## src/rtl/mem_cycle_responder.sv

```systemverilog
// Z80 memory-cycle responder: per-region wait states, registered read data,
// one-clock write strobes and the romDisable shadow-ROM latch.
module mem_cycle_responder #(
  parameter int unsigned ROM_WS       = 2,
  parameter int unsigned RAM_WS       = 0,
  parameter int unsigned VGA_WS       = 3,
  parameter logic [7:0]  ROM_OFF_PORT = 8'h1F
) (
  input  logic       clock,
  input  logic       reset,
  input  logic       mreq_n,
  input  logic       iorq_n,
  input  logic       rd_n,
  input  logic       wr_n,
  input  logic [7:0] port_adr,
  input  logic       rom_cs,
  input  logic       ram_cs,
  input  logic       vgaRam_cs,
  input  logic [7:0] rom_dout,
  input  logic [7:0] ram_dout,
  input  logic [7:0] vga_dout,
  output logic       wait_n,
  output logic [7:0] cpu_din,
  output logic       ram_we,
  output logic       vga_we,
  output logic       romDisable,
  output logic       busy
);

  typedef enum logic [1:0] {
    ST_IDLE  = 2'd0,
    ST_WAITS = 2'd1,
    ST_XFER  = 2'd2,
    ST_HOLD  = 2'd3
  } state_t;

  typedef enum logic [1:0] {
    RG_NONE = 2'd0,
    RG_ROM  = 2'd1,
    RG_RAM  = 2'd2,
    RG_VGA  = 2'd3
  } region_t;

  localparam logic [3:0] ROM_WS_C = 4'(ROM_WS);
  localparam logic [3:0] RAM_WS_C = 4'(RAM_WS);
  localparam logic [3:0] VGA_WS_C = 4'(VGA_WS);

  state_t     state_q, state_d;
  region_t    region_q, region_d;
  logic       rd_q, rd_d;
  logic [3:0] cnt_q, cnt_d;
  logic       wait_n_q, wait_n_d;
  logic [7:0] cpu_din_q, cpu_din_d;
  logic       ram_we_q, ram_we_d;
  logic       vga_we_q, vga_we_d;
  logic       rom_dis_q, rom_dis_d;
  logic       busy_q, busy_d;

  logic       start_s;
  logic       io_off_s;
  region_t    sel_region_s;

  function automatic logic [3:0] region_ws(input region_t rg);
    case (rg)
      RG_ROM:  region_ws = ROM_WS_C;
      RG_RAM:  region_ws = RAM_WS_C;
      RG_VGA:  region_ws = VGA_WS_C;
      default: region_ws = 4'd0;
    endcase
  endfunction

  // Unmapped reads float high, as the open Z80 data bus would.
  function automatic logic [7:0] region_rdata(input region_t rg, input logic [7:0] rom_v,
                                              input logic [7:0] ram_v, input logic [7:0] vga_v);
    case (rg)
      RG_ROM:  region_rdata = rom_v;
      RG_RAM:  region_rdata = ram_v;
      RG_VGA:  region_rdata = vga_v;
      default: region_rdata = 8'hFF;
    endcase
  endfunction

  assign start_s  = !mreq_n && (!rd_n || !wr_n);
  assign io_off_s = !iorq_n && !wr_n && (port_adr == ROM_OFF_PORT);

  always_comb begin
    if (rom_cs) begin
      sel_region_s = RG_ROM;
    end else if (vgaRam_cs) begin
      sel_region_s = RG_VGA;
    end else if (ram_cs) begin
      sel_region_s = RG_RAM;
    end else begin
      sel_region_s = RG_NONE;
    end
  end

  always_comb begin
    state_d   = state_q;
    region_d  = region_q;
    rd_d      = rd_q;
    cnt_d     = cnt_q;
    wait_n_d  = wait_n_q;
    cpu_din_d = cpu_din_q;
    ram_we_d  = 1'b0;
    vga_we_d  = 1'b0;
    rom_dis_d = io_off_s ? 1'b0 : rom_dis_q;

    case (state_q)
      ST_IDLE: begin
        wait_n_d = 1'b1;
        if (start_s) begin
          region_d = sel_region_s;
          rd_d     = !rd_n;
          cnt_d    = region_ws(sel_region_s);
          if (region_ws(sel_region_s) != 4'd0) begin
            state_d  = ST_WAITS;
            wait_n_d = 1'b0;
          end else begin
            // Zero-wait regions go straight to the transfer clock, strobe included.
            state_d  = ST_XFER;
            ram_we_d = rd_n && (sel_region_s == RG_RAM);
            vga_we_d = rd_n && (sel_region_s == RG_VGA);
          end
        end else begin
          state_d = ST_IDLE;
        end
      end
      ST_WAITS: begin
        if (mreq_n) begin
          state_d  = ST_IDLE;
          wait_n_d = 1'b1;
          cnt_d    = 4'd0;
        end else if (cnt_q <= 4'd1) begin
          state_d  = ST_XFER;
          wait_n_d = 1'b1;
          cnt_d    = 4'd0;
          ram_we_d = !rd_q && (region_q == RG_RAM);
          vga_we_d = !rd_q && (region_q == RG_VGA);
        end else begin
          wait_n_d = 1'b0;
          cnt_d    = cnt_q - 4'd1;
        end
      end
      ST_XFER: begin
        wait_n_d = 1'b1;
        state_d  = ST_HOLD;
        if (rd_q) begin
          cpu_din_d = region_rdata(region_q, rom_dout, ram_dout, vga_dout);
        end else begin
          cpu_din_d = cpu_din_q;
        end
      end
      ST_HOLD: begin
        wait_n_d = 1'b1;
        if (mreq_n) begin
          state_d = ST_IDLE;
        end else begin
          state_d = ST_HOLD;
        end
      end
      default: begin
        state_d  = ST_IDLE;
        wait_n_d = 1'b1;
        cnt_d    = 4'd0;
      end
    endcase

    busy_d = (state_d != ST_IDLE);
  end

  always_ff @(posedge clock) begin
    if (reset) begin
      state_q   <= ST_IDLE;
      region_q  <= RG_NONE;
      rd_q      <= 1'b0;
      cnt_q     <= 4'd0;
      wait_n_q  <= 1'b1;
      cpu_din_q <= 8'hFF;
      ram_we_q  <= 1'b0;
      vga_we_q  <= 1'b0;
      rom_dis_q <= 1'b1;
      busy_q    <= 1'b0;
    end else begin
      state_q   <= state_d;
      region_q  <= region_d;
      rd_q      <= rd_d;
      cnt_q     <= cnt_d;
      wait_n_q  <= wait_n_d;
      cpu_din_q <= cpu_din_d;
      ram_we_q  <= ram_we_d;
      vga_we_q  <= vga_we_d;
      rom_dis_q <= rom_dis_d;
      busy_q    <= busy_d;
    end
  end

  assign wait_n     = wait_n_q;
  assign cpu_din    = cpu_din_q;
  assign ram_we     = ram_we_q;
  assign vga_we     = vga_we_q;
  assign romDisable = rom_dis_q;
  assign busy       = busy_q;

endmodule

```

## config.mk

```make
export PLATFORM = sky130hd
export DESIGN_NAME = mem_cycle_responder
export DESIGN_NICKNAME = d
export VERILOG_FILES = /design/src/rtl/mem_cycle_responder.sv
export SDC_FILE = /design/constraint.sdc
export NUM_CORES = 1
export LEC_CHECK = 0
export ABC_AREA = 1
export CELL_PAD_IN_SITES_DETAIL_PLACEMENT = 1
export CELL_PAD_IN_SITES_GLOBAL_PLACEMENT = 2
export CORE_ASPECT_RATIO = 1.25
export CORE_MARGIN = 8
export CORE_UTILIZATION = 22
export DETAILED_ROUTE_END_ITERATION = 7
export PLACE_DENSITY_LB_ADDON = 0.05
export SLEW_MARGIN = 20
export SYNTH_ARGS = -nofsm -noshare
export SYNTH_HDL_FRONTEND = slang
export SYNTH_SLANG_ARGS = --single-unit
export TNS_END_PERCENT = 5
```

## constraint.sdc

```tcl
create_clock -name clock -period 2.1 [get_ports clock]
set_clock_uncertainty 0.15 [all_clocks]
set_input_delay 0.42 -clock clock [delete_from_list [all_inputs] [get_ports clock]]
set_output_delay 0.42 -clock clock [all_outputs]
set_load 0.1 [all_outputs]
```

[Word level (Yosys, flattened, before mapping)]
Cells that the tools add are included.
Widths: inputs -> output; s select.
Operators by class
  add/subtract/negate cells: 1
  order comparisons: 1
  equal/unequal tests: 11
  mux-type cells: 31
  reduce and logical (&&, ||, !) cells: 21
Operators by type and width (number)
  $pmux 8 s3: 1
  $mux 2: 8
  $mux 4: 4
  $eq 2x2->1 const B: 6
  $mux 1: 12
  $eq 8x5->1 const B: 1
  $pmux 2 s4: 1
  $pmux 4 s2: 1
  $logic_and 1x1->1: 7
  $eq 2x1->1 const B: 3
  $reduce_and 2->1: 3
  $logic_not 1->1: 5
  $le 4x1->1 const B: 1
  $pmux 1 s2: 2
  $pmux 2 s2: 1
  $reduce_bool 2->1: 2
  $reduce_bool 4->1: 1
  $sub 4x1->4 const B: 1
  $pmux 1 s3: 1
  $logic_not 2->1: 1
  $ne 2x2->1 const B: 1
  $reduce_or 2->1: 1
  $logic_or 1x1->1: 1
Word-level totals
  bits in registers: 22
  bits of input ports: 41
  output and inout bits: 13
  word-level logic and storage cells: 75

[Longest topological paths before layout]
Gate-level depths: netlist of run 1.
  word-level depth: 12
  mapped depth: 9
  gate-level depth less buffers: 9

[Least setup slack after synthesis of run 1]
No wires, ideal clock.
  path kind: reg-to-output
  from: register rom_dis_q, in the netlist romDisable
  to: output port romDisable
  arrival time: 0.925 ns
  data required time: 1.530 ns
  path slack: 0.605 ns
  stages on the path, launching flop included: 1
  path buffers: 0
  cell sequence: dfxtp_1
RTL lines
  from (decl): line 56  | logic rom_dis_q, rom_dis_d;
  from (signal assigned): line 193  | rom_dis_q <= rom_dis_d;
  to (decl): line 26  | output logic romDisable,
No word-level cell between the ends.

[Final worst setup path of run 1]
  from: input port mreq_n
  to: register busy_q, in the netlist busy
On the way
  longest elaborated chain between the ends: 5
  elaborated cells between the ends (all ways): 7
Ends and longest elaborated chain
  from (decl): line 11  | input logic mreq_n,
  $logic_not 1->1: line 83  | assign start_s = !mreq_n && (!rd_n || !wr_n);
  $logic_and 1x1->1: line 83
  $mux 2: line 112  | if (start_s) begin
  $pmux 2 s4 (*): line 109  | case (state_q)
  $reduce_bool 2->1 (*): line 169  | busy_d = (state_d != ST_IDLE);
  to (signal assigned): line 194  | busy_q <= busy_d;
  to (decl): line 57  | logic busy_q, busy_d;
Mark *: on every way between the ends. The rest lies on a longest branch, timed or not.
A chain may end at the register's enable or synchronous reset.

==> flow_metrics.tcl, run 1 <==
set metrics [dict create \
    yosysUniqueCellTypes 21 \
    cts.clk_slew.worst_paths_ns 0.08 \
    synth_fa_ha_area_share_pct 2.05 \
    synthFlopType "dfxtp_1" \
    dr.pass1.iters 4 \
    cts_tree "yes" \
    min_from "romDisable$_SDFFE_PP1P_" \
    grt_pass1_vias 1467 \
    drt_iter0_markers 30 \
    yosysTopAreaCell "dfxtp_1" \
    fin_cells 308 \
    syn_nets 232 \
    power.total_mw 1.11 \
    final_cell_mix "57 x nand2_1, 40 x clkdlybuf4s50_1, 25 x inv_1" \
    whs_path_depth 2 \
    synth_xor_area_share_pct 0 \
    via_per_inst 4.48 \
    synth_cells 189 \
    die-width_um 82.6 \
    die_height_um 99.3 \
    async_flop_share_pct 0 \
    drv_slew 0 \
    clock_sinks 22 \
    reg2reg_to "cnt_q[1]$_SDFFE_PP0P_" \
    min_to "romDisable$_SDFFE_PP1P_" \
    synth.top_cells.by_area "dfxtp_1 36%, nand2_1 18%, nand3_1 7.8%" \
    seq_area_frac_synth_pct 36.1 \
    grt-ovfl-total 0 \
    synth-simple-area-share_pct 38.8 \
    syn_area_per_cell_um2 6.45 \
    rsz0062_at_grt "false" \
    vias 1379 \
    maxCapViolations 0 \
    clock-root-buffer "clkbuf_8" \
    clkLatencyLatePin_ns 0.27 \
    hold_buffers 0 \
    cp.arrival_ns 1.66 \
    hp-class "flop to flop" \
    post_cts_buffers 0 \
    r2r-start "cnt_q[0]$_SDFFE_PP0P_" \
    hold_viol 0 \
    fin_crit_ns 1.65 \
    hold_slack_ns 0.311 \
    start_util_pct 22.6 \
    wl_per_cell_um 14.1 \
    setup_violations 0 \
    cp_data_required_time_ns 2.11 \
    antenna_found_initial 0 \
    synth_top_area_share_pct 36.1 \
    leakage_nw 0.896 \
    grt_max_degree 19 \
    std_cell_rows 30 \
    cp-end-kind "flop" \
    fp.coreArea_um2 5410 \
    dpl_cell_area_um2 1790 \
    cp_max_fo 6 \
    ant_nets 0 \
    ctsResizeCount 0 \
    finalInstanceArea_um2 1840 \
    synth_top_family_by_area "simple AND/OR/NAND/NOR gates" \
    port_buffers 53 \
    htree_levels 1 \
    outcome "complete, no violations" \
    worstMarginPinSlew_ns 0.430 \
    place_inst 304 \
    r2r_cells 9 \
    muxShareOfSynthArea_pct 0 \
    netlist_area_um2 1220 \
    powerDensity_nw_per_um2 606 \
    place_congestion 0.755 \
    totalWireLength_um 4340 \
    ctsLongestPathBuffers 2 \
    fin_crit_sh_pct 78.6 \
    drive_gt1_share_pct 11.1 \
    ff2ff_setup_slack_ns 0.56 \
    start_kind "primary input" \
    synth-seq-cells 22 \
    ios 54 \
    peakVddDrop_uv 220 \
    clock.fmax_ghz 0.606 \
    ys.warnings.count 0 \
    cts_buffers 3 \
    grt_pass1_wl_um 7030 \
    syn_to_final_growth_pct 50.9 \
    synth-edff-count 0 \
    mostFrequentLayoutCell "nand2_1" \
    dieArea_um2 8200 \
    max_slew_margin_pct 71.3 \
    diodes 0 \
    fill_cells 703 \
    grt.total_usage_pct 10.8 \
    dpl.hpwl_um 3520 \
    final_nets 288 \
    synth_compound_area_share_pct 12.5 \
    drc 0 \
    path_class "primary input to flop" \
    final.setup.tns_ns 0 \
]
## per-stage QoR
stage / utilization, % / setup WS, ns
after floorplan: - / 0.605
after global placement: 33.0 / 0.217
after detailed placement: 33.0 / 0.161
after CTS: 34.1 / 0.453
after global routing: 34.1 / 0.342
final: 34.1 / 0.450
## worst max-delay path: stages
cell and delay, ns:
clkdlybuf4s50_1 0.59, inv_1 0.11, nand2_1 0.13, nor2_4 0.06, nand2_1 0.12, nand3_1 0.09
nand2_1 0.09, nand2_1 0.06
## how the worst max path moves through the flow
stage | startpoint | endpoint | slack (ns)
6_report | mreq_n | busy$_SDFF_PP0_ | 0.45
5_1_grt | mreq_n | busy$_SDFF_PP0_ | 0.34
4_1_cts | mreq_n | busy$_SDFF_PP0_ | 0.45
3_5_place_dp | mreq_n | busy$_SDFF_PP0_ | 0.16
3_3_place_gp | mreq_n | busy$_SDFF_PP0_ | 0.22
2_1_floorplan | romDisable$_SDFFE_PP1P_ | romDisable | 0.61
## layer usage
layer | GRT usage (%) | share of wire, % | vias to the layer above
met4 | 3.60 | 1.4 | 0
met3 | 2.17 | 6.2 | 5
met5 | 0 | 0 | -
li1 | - | - | 707
met1 | 11.3 | 40 | 635
met2 | 20.3 | 52 | 32
## cell families (layout without fill, tap and decap cells)
logic type / Yosys count / after routing
and+or+nand+nor: 103 / 103
DFF: 22 / 22
buffers and inverters: 32 / 87
AOI/OAI and AO/OA: 30 / 30
adders and majority gates: 2 / 2
## synthesized netlist by cell type (3+ instances only)
cell type,number
o21ai_0,14
nand3_1,19
a21oi_1,15
nor2_1,14
inv_1,25
dfxtp_1,22
nand2_1,57
nor3_1,3
## sequential cells by signal (all words and copies together) (netlist names)
signal      flops
cpu_din         8
vga_we          1
romDisable      1
wait_n          1
rd_q            1
busy            1
ram_we          1
cnt_q           4
region_q        2
state_q         2
## area by class of cell
cell class	instances	area (µm²)	area share [%]
clock buffers	4	55.1	2.99
inverters	29	109	5.91
multi-input cells	135	651	35.4
flip-flops and latches	22	440	23.9
well taps	64	80.1	4.35
repair buffers	54	505	27.5
## where the power goes
part	total, mW	leakage, nW	internal (mW)	switching (mW)
Combinational	0.334	0.688	0.137	0.197
Clock	0.311	0.0288	0.167	0.144
Sequential	0.470	0.180	0.444	0.0259
Note: power is estimated with default switching activity, not from simulation.
==> inputs of run 2 (changes only) <==
--- a/config.mk
+++ b/config.mk
@@ -10,7 +10,7 @@
 export CELL_PAD_IN_SITES_GLOBAL_PLACEMENT = 2
 export CORE_ASPECT_RATIO = 1.25
 export CORE_MARGIN = 8
-export CORE_UTILIZATION = 22
+export CORE_UTILIZATION = 20
 export DETAILED_ROUTE_END_ITERATION = 7
 export PLACE_DENSITY_LB_ADDON = 0.05
 export SLEW_MARGIN = 20
==> constraint.sdc (replaced) <==
create_clock -name clock -period 1.72 [get_ports clock]
set_clock_uncertainty 0.15 [all_clocks]
set_input_delay 0.344 -clock clock [delete_from_list [all_inputs] [get_ports clock]]
set_output_delay 0.344 -clock clock [all_outputs]
set_load 0.1 [all_outputs]
==> flow_metrics.tcl, run 2 (synthesis results as in run 1) <==
set metrics [dict create \
    syn_to_final_growth_pct 69.9 \
    clock_sinks 22 \
    cp-end-kind "flop" \
    drv_slew 0 \
    diodes 0 \
    dr.pass1.iters 3 \
    crit_chain "inv_1 -> ha_1 -> inv_1 -> nand2_1 -> nand2_1 -> nand2_2 -> nor2_1 -> nor2_1 -> nor2_1" \
    fill_cells 752 \
    power.total_mw 1.35 \
    max_slew_margin_pct 71.2 \
    grt_use_met1_pct 12.2 \
    ctsLongestPathBuffers 2 \
    critical_path_buf_inv_count 2 \
    fin_crit_ns 1.52 \
    finalInstanceArea_um2 2070 \
    start_kind "flop" \
    max_stage_delay_ns 0.38 \
    grt_pass1_vias 1500 \
    grt_busiest_layer "met2" \
    cts_buffers 3 \
    path_class "flop to flop" \
    min_to "romDisable$_SDFFE_PP1P_" \
    wl_per_cell_um 13.0 \
    cp_common_cell "nor2_1" \
    final_cell_mix "57 x nand2_1, 40 x clkdlybuf4s50_1, 25 x inv_1" \
    hp-class "flop to flop" \
    whs_path_depth 2 \
    min_from "romDisable$_SDFFE_PP1P_" \
    largest_reg_flops 8 \
    slowest_stage "dfxtp_1" \
    drt_iter0_markers 19 \
    ctsResizeCount 0 \
    peakVddDrop_uv 284 \
    clock.fmax_ghz 0.659 \
    std_cell_rows 32 \
    ff2ff_setup_slack_ns 0.20 \
    r2r-start "cnt_q[0]$_SDFFE_PP0P_" \
    r2r_cells 9 \
    place_congestion 0.689 \
    htree_levels 1 \
    vias 1381 \
    grt_max_degree 19 \
    cts_tree "yes" \
    hold_slack_ns 0.345 \
    clock-root-buffer "clkbuf_8" \
    dpl.hpwl_um 3530 \
    grt_use_met3_pct 2.06 \
    antenna_found_initial 0 \
    hold_buffers 0 \
    dpl_cell_area_um2 2030 \
    setup_violations 0 \
    die-width_um 85.9 \
    rsz0062_at_grt "false" \
    maxCapViolations 0 \
    ios 54 \
    grt.total_usage_pct 10.6 \
    cp.arrival_ns 1.57 \
    totalWireLength_um 4340 \
    leakage_nw 0.997 \
    dieArea_um2 8870 \
    gr-usage-met2_pct 19.6 \
    clkLatencyLatePin_ns 0.26 \
    hold_viol 0 \
    fp.coreArea_um2 6050 \
    reg2reg_to "cnt_q[1]$_SDFFE_PP0P_" \
    worstMarginPinSlew_ns 0.432 \
    start_util_pct 20.2 \
    final_nets 294 \
    critPathTopFamily "simple AND/OR/NAND/NOR gates" \
    outcome "complete, no violations" \
    cp_data_required_time_ns 1.78 \
    cts.clk_slew.worst_paths_ns 0.08 \
    grt-ovfl-total 0 \
    cp_max_fo 4 \
    drive_gt1_share_pct 12.9 \
    grt_pass1_wl_um 7420 \
    ant_nets 0 \
    post_cts_buffers 0 \
    drc 0 \
    powerDensity_nw_per_um2 649 \
    mostFrequentLayoutCell "nand2_1" \
    port_buffers 53 \
    fin_crit_sh_pct 88.2 \
    via_per_inst 4.13 \
    die_height_um 103 \
]
==> run 2: metal layers <==
| layer | part of all wire, % | up-vias |
|---|---|---|
| met2 | 50 | 29 |
| li1 | - | 719 |
| met5 | 0 | - |
| met3 | 4.1 | 2 |
| met4 | 0.62 | 0 |
| met1 | 45 | 631 |
==> run 2: worst reg2reg max path, stage by stage, from the launching register on <==
cell and delay, ns:
dfxtp_1 0.38, inv_1 0.08, ha_1 0.25, inv_1 0.07
nand2_1 0.05, nand2_1 0.14, nand2_2 0.10, nor2_1 0.13
nor2_1 0.06, nor2_1 0.07
==> run 2: area by class of cell <==
cell class	count	area, µm²	share of cell area [%]
tap	85	106	5.13
inverter	29	109	5.25
clock buffer	3	41.3	1.99
multi-input combinational	135	651	31.4
sequential	22	440	21.2
timing repair buffer	60	726	35.0
==> run 2: stage by stage <==
step	TNS (ns)	utilization, %	setup slack, ns	std cells
2_1_floorplan	0	-	0.301	189
3_3_place_gp	-0.0254	33.6	-0.0211	331
3_5_place_dp	-0.0781	33.6	-0.0322	331
4_1_cts	0	34.3	0.149	334
5_1_grt	0	34.3	0.0339	334
6_report	0	34.3	0.202	334
==> run 2: worst max-delay path by stage <==
stage,start,to,cells past startpoint
6_report,cnt_q[0]$_SDFFE_PP0P_,cnt_q[1]$_SDFFE_PP0P_,9
5_1_grt,cnt_q[0]$_SDFFE_PP0P_,cnt_q[1]$_SDFFE_PP0P_,9
4_1_cts,cnt_q[0]$_SDFFE_PP0P_,cnt_q[1]$_SDFFE_PP0P_,9
3_5_place_dp,mreq_n,busy$_SDFF_PP0_,8
3_3_place_gp,mreq_n,busy$_SDFF_PP0_,8
2_1_floorplan,romDisable$_SDFFE_PP1P_,romDisable,0
==> run 2: report_power, final <==
| group | internal, mW | leakage, nW | switching, mW |
|---|---|---|---|
| logic | 0.200 | 0.795 | 0.240 |
| clock network | 0.156 | 0.0216 | 0.172 |
| registers | 0.542 | 0.180 | 0.0354 |
| total | 0.898 | 0.997 | 0.448 |
